File: src/rtl/radix4div_pkg.sv
// radix4div_pkg: shared widths, iteration count and FSM encoding for the
// radix-4 restoring divider (16-bit dividend / 8-bit divisor).
package radix4div_pkg;

    localparam int DIVIDEND_W = 16;
    localparam int DIVISOR_W  = 8;
    localparam int REM_W      = 10;   // partial remainder, wide enough for 3D
    localparam int ITERATIONS = 8;    // DIVIDEND_W / 2 digits
    localparam int CNT_W      = $clog2(ITERATIONS);

    typedef enum logic [1:0] {
        S_IDLE = 2'd0,
        S_CALC = 2'd1,
        S_DONE = 2'd2
    } state_e;

endpackage

File: src/rtl/radix4div_digit.sv
// radix4div_digit: one radix-4 quotient digit selection step.
// Picks the largest k in {0,1,2,3} with k*D <= R' and returns R' - k*D.
// Ports:
//   r_sh  in  10  shifted partial remainder R'
//   d     in   8  divisor D
//   d2    in   9  2D
//   d3    in  10  3D
//   k     out  2  quotient digit
//   r_out out 10  R' - k*D
module radix4div_digit
    import radix4div_pkg::*;
(
    input  logic [REM_W-1:0]     r_sh,
    input  logic [DIVISOR_W-1:0] d,
    input  logic [DIVISOR_W:0]   d2,
    input  logic [REM_W-1:0]     d3,
    output logic [1:0]           k,
    output logic [REM_W-1:0]     r_out
);

    logic [REM_W-1:0] d1_ext;
    logic [REM_W-1:0] d2_ext;

    assign d1_ext = {2'b00, d};
    assign d2_ext = {1'b0, d2};

    // Full-width compares: no multiple is truncated before comparison.
    always_comb begin
        k     = 2'd0;
        r_out = r_sh;
        if (r_sh >= d3) begin
            k     = 2'd3;
            r_out = r_sh - d3;
        end else if (r_sh >= d2_ext) begin
            k     = 2'd2;
            r_out = r_sh - d2_ext;
        end else if (r_sh >= d1_ext) begin
            k     = 2'd1;
            r_out = r_sh - d1_ext;
        end
    end

endmodule

File: src/rtl/radix4div.sv
// radix4div: sequential unsigned radix-4 divider, 16-bit / 8-bit,
// two quotient bits per clock, 8 iterations, done 9 cycles after start.
// Ports:
//   clk       in   1  rising-edge clock
//   rst_n     in   1  synchronous active-low reset
//   start     in   1  request, accepted in IDLE or DONE
//   dividend  in  16  numerator, captured on accept
//   divisor   in   8  denominator, captured on accept
//   busy      out  1  high while iterating
//   done      out  1  one-cycle result-valid pulse
//   quotient  out 16  held until the next done
//   remainder out  8  held until the next done
//   dbz       out  1  divide-by-zero flag, valid with done
// Optional feature: define RADIX4DIV_DBZ_EN to short-circuit zero divisors
// straight to DONE with dbz=1, quotient=16'hFFFF, remainder=dividend[7:0].
// Without it dbz is tied low and zero divisors iterate normally.
module radix4div
    import radix4div_pkg::*;
(
    input  logic                  clk,
    input  logic                  rst_n,
    input  logic                  start,
    input  logic [DIVIDEND_W-1:0] dividend,
    input  logic [DIVISOR_W-1:0]  divisor,
    output logic                  busy,
    output logic                  done,
    output logic [DIVIDEND_W-1:0] quotient,
    output logic [DIVISOR_W-1:0]  remainder,
    output logic                  dbz
);

    state_e                state_q, state_d;
    logic [CNT_W-1:0]      cnt_q, cnt_d;
    logic [DIVIDEND_W-1:0] sr_q, sr_d;
    logic [DIVIDEND_W-1:0] quo_sr_q, quo_sr_d;
    logic [DIVISOR_W-1:0]  d_q, d_d;
    logic [REM_W-1:0]      d3_q, d3_d;
    logic [REM_W-1:0]      r_q, r_d;
    logic [DIVIDEND_W-1:0] quotient_q, quotient_d;
    logic [DIVISOR_W-1:0]  remainder_q, remainder_d;
    logic                  busy_q, busy_d;
    logic                  done_q, done_d;
`ifdef RADIX4DIV_DBZ_EN
    logic                  dbz_q, dbz_d;
`endif

    logic [REM_W-1:0]      r_sh;
    logic [REM_W-1:0]      r_nxt;
    logic [1:0]            k;
    logic [DIVISOR_W:0]    d2;
    logic [DIVIDEND_W-1:0] quo_nxt;
    logic                  accept;

    // R < D <= 255 after every step, so only R[7:0] carries into R'.
    assign r_sh    = REM_W'({r_q, sr_q[DIVIDEND_W-1 -: 2]});
    assign d2      = {d_q, 1'b0};
    assign quo_nxt = (quo_sr_q << 2) | DIVIDEND_W'(k);
    assign accept  = start && (state_q == S_IDLE || state_q == S_DONE);

    radix4div_digit u_digit (
        .r_sh  (r_sh),
        .d     (d_q),
        .d2    (d2),
        .d3    (d3_q),
        .k     (k),
        .r_out (r_nxt)
    );

    always_comb begin
        state_d     = state_q;
        cnt_d       = cnt_q;
        sr_d        = sr_q;
        quo_sr_d    = quo_sr_q;
        d_d         = d_q;
        d3_d        = d3_q;
        r_d         = r_q;
        quotient_d  = quotient_q;
        remainder_d = remainder_q;
`ifdef RADIX4DIV_DBZ_EN
        dbz_d       = dbz_q;
`endif
        case (state_q)
            S_IDLE, S_DONE: begin
                state_d = S_IDLE;
                if (accept) begin
                    sr_d     = dividend;
                    d_d      = divisor;
                    d3_d     = {2'b00, divisor} + {1'b0, divisor, 1'b0};
                    r_d      = '0;
                    quo_sr_d = '0;
                    cnt_d    = CNT_W'(ITERATIONS - 1);
                    state_d  = S_CALC;
`ifdef RADIX4DIV_DBZ_EN
                    if (divisor == '0) begin
                        state_d     = S_DONE;
                        quotient_d  = '1;
                        remainder_d = dividend[DIVISOR_W-1:0];
                        dbz_d       = 1'b1;
                    end
`endif
                end
            end
            S_CALC: begin
                r_d      = r_nxt;
                quo_sr_d = quo_nxt;
                sr_d     = sr_q << 2;
                cnt_d    = cnt_q - 1'b1;
                if (cnt_q == '0) begin
                    state_d     = S_DONE;
                    quotient_d  = quo_nxt;
                    remainder_d = r_nxt[DIVISOR_W-1:0];
`ifdef RADIX4DIV_DBZ_EN
                    dbz_d       = 1'b0;
`endif
                end
            end
            default: state_d = S_IDLE;
        endcase
        // Status outputs are registered copies of the next state.
        busy_d = (state_d == S_CALC);
        done_d = (state_d == S_DONE);
    end

    always_ff @(posedge clk) begin
        if (!rst_n) begin
            state_q     <= S_IDLE;
            cnt_q       <= '0;
            sr_q        <= '0;
            quo_sr_q    <= '0;
            d_q         <= '0;
            d3_q        <= '0;
            r_q         <= '0;
            quotient_q  <= '0;
            remainder_q <= '0;
            busy_q      <= 1'b0;
            done_q      <= 1'b0;
`ifdef RADIX4DIV_DBZ_EN
            dbz_q       <= 1'b0;
`endif
        end else begin
            state_q     <= state_d;
            cnt_q       <= cnt_d;
            sr_q        <= sr_d;
            quo_sr_q    <= quo_sr_d;
            d_q         <= d_d;
            d3_q        <= d3_d;
            r_q         <= r_d;
            quotient_q  <= quotient_d;
            remainder_q <= remainder_d;
            busy_q      <= busy_d;
            done_q      <= done_d;
`ifdef RADIX4DIV_DBZ_EN
            dbz_q       <= dbz_d;
`endif
        end
    end

    assign busy      = busy_q;
    assign done      = done_q;
    assign quotient  = quotient_q;
    assign remainder = remainder_q;
`ifdef RADIX4DIV_DBZ_EN
    assign dbz       = dbz_q;
`else
    assign dbz       = 1'b0;
`endif

endmodule

File: config.mk
export PLATFORM = sky130hd
export DESIGN_NAME = radix4div
export DESIGN_NICKNAME = d
export VERILOG_FILES = /design/src/rtl/radix4div_pkg.sv /design/src/rtl/radix4div_digit.sv /design/src/rtl/radix4div.sv
export SDC_FILE = /design/constraint.sdc
export NUM_CORES = 1
export LEC_CHECK = 0
export ABC_AREA = 1
export BUFFER_PORTS_ARGS = -buffer_cell sky130_fd_sc_hd__buf_2
export CAP_MARGIN = 10
export CORE_UTILIZATION = 30
export CTS_BUF_LIST = sky130_fd_sc_hd__clkbuf_8
export CTS_CLUSTER_SIZE = 10
export DETAILED_ROUTE_END_ITERATION = 12
export PLACE_DENSITY = 0.57
export RECOVER_POWER = 25
export SYNTH_ARGS = -nofsm -noshare
export SYNTH_HDL_FRONTEND = slang
export SYNTH_HIERARCHICAL = 1
export SYNTH_SLANG_ARGS = --single-unit
File: constraint.sdc
create_clock -name clk -period 6 [get_ports clk]
set_clock_uncertainty 0.2 [all_clocks]
set_input_delay 0.9 -clock clk [delete_from_list [all_inputs] [get_ports clk]]
set_output_delay 0.9 -clock clk [all_outputs]
set_load 0.1 [all_outputs]
==> key figures <==
Synth
  – Mapped Area: 5360 um2
  – Ys Warns: 6
  – Post-Syn Instances: 770
  – Mean post-synth cell area: 6.95 um2

Worst setup path
  – Critical path class: input port to flip-flop
  – CP Capture Type: flip-flop
  – Worst path buffer plus inverter count: 2
  – Startpoint Class: input port
  – Critical Path AT: 3950 ps
  – CP max FO: 54
  – CP Data Required Time: 6060 ps
  – Top Family by Delay on Critical Path: buffers and inverters
  – Reg2reg start: sr_q[15]
  – Slowest cell on the critical path: clkbuf_1
  – CP max stage delay: 1450 ps
  – CP cell instances: clkbuf_1, inv_1, a221oi_1
  – Crit path from: rst_n

Pwr
  – Combinational share of power: 0.634
  – Int Power: 1.60 mW
  – Total power: 3.31 mW
  – Leak pwr: 2.96 nW
  – VDD IR max: 0.000285 V
  – Net load switching power: 1.71 mW
  – Clock share of power: 0.143
  – Power Dens Cells: 559 nW/um2
  – Sequential Power Share: 0.224
  – Sw Share: 0.516

Placement
  – Port bufs: 52
  – GPL Wtd Cong: 0.864
  – Hpwl dp: 9.31 mm
  – Post-Place Cells: 1020

Floorplanning
  – Initial Utilization: 0.309
  – Rows: 48
  – DIE HEIGHT: 136 um
  – Die width: 136 um
  – Core area: 17400 um2
  – IO Count: 54
  – DIE AREA: 18400 um2

Clock tree
  – Skew-Pair Late Insertion Delay: 370 ps
  – CTS Sinks: 86
  – Max clock buf depth: 2
  – Cts hold-fix bufs: 0
  – CTS tree: built
  – CTS clk-pin slew, worst paths: 80 ps
  – Num CTS Buffers: 9
  – # resized after CTS: 0
  – H-Tree Depth: 3
  – Root buf cell: clkbuf_8
  – Postcts setup bufs: 0

Route
  – Via count: 4654
  – Via density: 4.49
  – Routed WL: 12.4 mm
  – Drc violations: 0
  – Routed Antenna Nets: 0
  – Initial DRC Count: 274
  – WL per Instance: 11.9 um
  – Total iterations of the first detailed-routing run: 4

Hold path
  – Worst hold-check path type: flip-flop to flip-flop
  – Startpoint of the worst hold path: sr_q[13]

Timing
  – Final setup vio count: 0
  – Least-Margin Pin Slew: 2070 ps
  – Final Hold Fails: 0
  – Highest Clock Rate: 257 MHz
  – RSZ-0062 raised after global routing: no
  – Final slew viol count: 55
  – Tcrit/Tclk final: 0.649
  – WHS: 262 ps
  – Min Clock Period, post-route: 3900 ps
  – Setup TNS: 0 ps
  – Slew margin rel.: -0.382

Status
  – Outcome: complete, but fails checks
  – Failing checks: max-capacitance violations, max-slew violations

Finish
  – Reg area: 1720 um2
  – Core occupancy in the finished layout: 0.341
  – Area of the multi-input gates: 3040 um2
  – Ant. Diodes: 0
  – Cell Count, Final, Fillers Out: 1036
  – P&R area growth vs syn: 10.6%
  – # fillers: 1862
  – Nets@finish: 875
  – Share of layout cells above drive strength 1: 0.155

Global routing
  – Initial antenna violation count: 0
  – Vias in the first global route: 4166
  – First-pass GRT wire length: 20.5 mm
  – Total track usage: 0.141
  – Largest net degree at the start of global routing: 55
  – Grt total ovfl: 0

Run
  – Max cap viols: 1
## state kept, by name, indices dropped and copies added (netlist names), 2 cells and up
signal / flops
quotient: 16
sr_q: 16
quo_sr_q: 14
d3_q: 9
d_q: 8
r_q: 8
remainder: 8
cnt_q: 3
state_q: 2
## cell usage in the layout (no fill, tap or decap), types with 12 or more instances in the layout
cell / n
a21oi_2: 13
nor2_1: 80
buf_2: 51
o21ai_0: 37
clkbuf_8: 12
inv_1: 91
nand3_1: 46
ha_1: 38
dfxtp_1: 86
a21oi_1: 40
nand2_1: 219
## through the flow
step	setup WS [ps]	instance area [um2]
6_report	2100	5920
5_1_grt	1620	5920
4_1_cts	3310	5920
3_5_place_dp	2930	5690
3_3_place_gp	2920	5690
2_1_floorplan	3740	5360
## power groups by stage
| stage | registers (mW) | logic (mW) | clock network, mW |
|---|---|---|---|
| final | 0.741 | 2.10 | 0.472 |
| after global routing | 0.752 | 2.37 | 0.506 |
| after CTS | 0.743 | 2.10 | 0.490 |
| after detailed placement | 0.756 | 2.09 | 0 |
| after global placement | 0.756 | 2.09 | 0 |
| after floorplan | 0.849 | 1.60 | 0 |
## layer usage
metal	track usage	routed length [um]	part of all wire
met5	0	0	0
met4	0.0499	175	0.014
met3	0.0269	522	0.042
met2	0.218	5450	0.44
met1	0.194	6210	0.50
## cell type report
type                    instances  area share
clock inverters                 4      0.0116
clock buffers                  12      0.0279
well taps                     225      0.0475
flip-flops and latches         86       0.291
multi-input cells             555       0.513
inverters                     102      0.0657
repair buffers                 52      0.0437
## path summary, 6_finish.rpt
path	cells after the start	end	slack, ps
max	3	cnt_q[1]	2100
min	2	sr_q[15]	260
max reg2reg	15	r_q[7]	3310
min reg2reg	2	sr_q[15]	260
## tightest hold or removal path, stage by stage (launching register included)
cell and delay [ps]:
dfxtp_1 310, nand2_1 60, a21oi_1 50
Note: power is estimated with default switching activity, not from simulation.
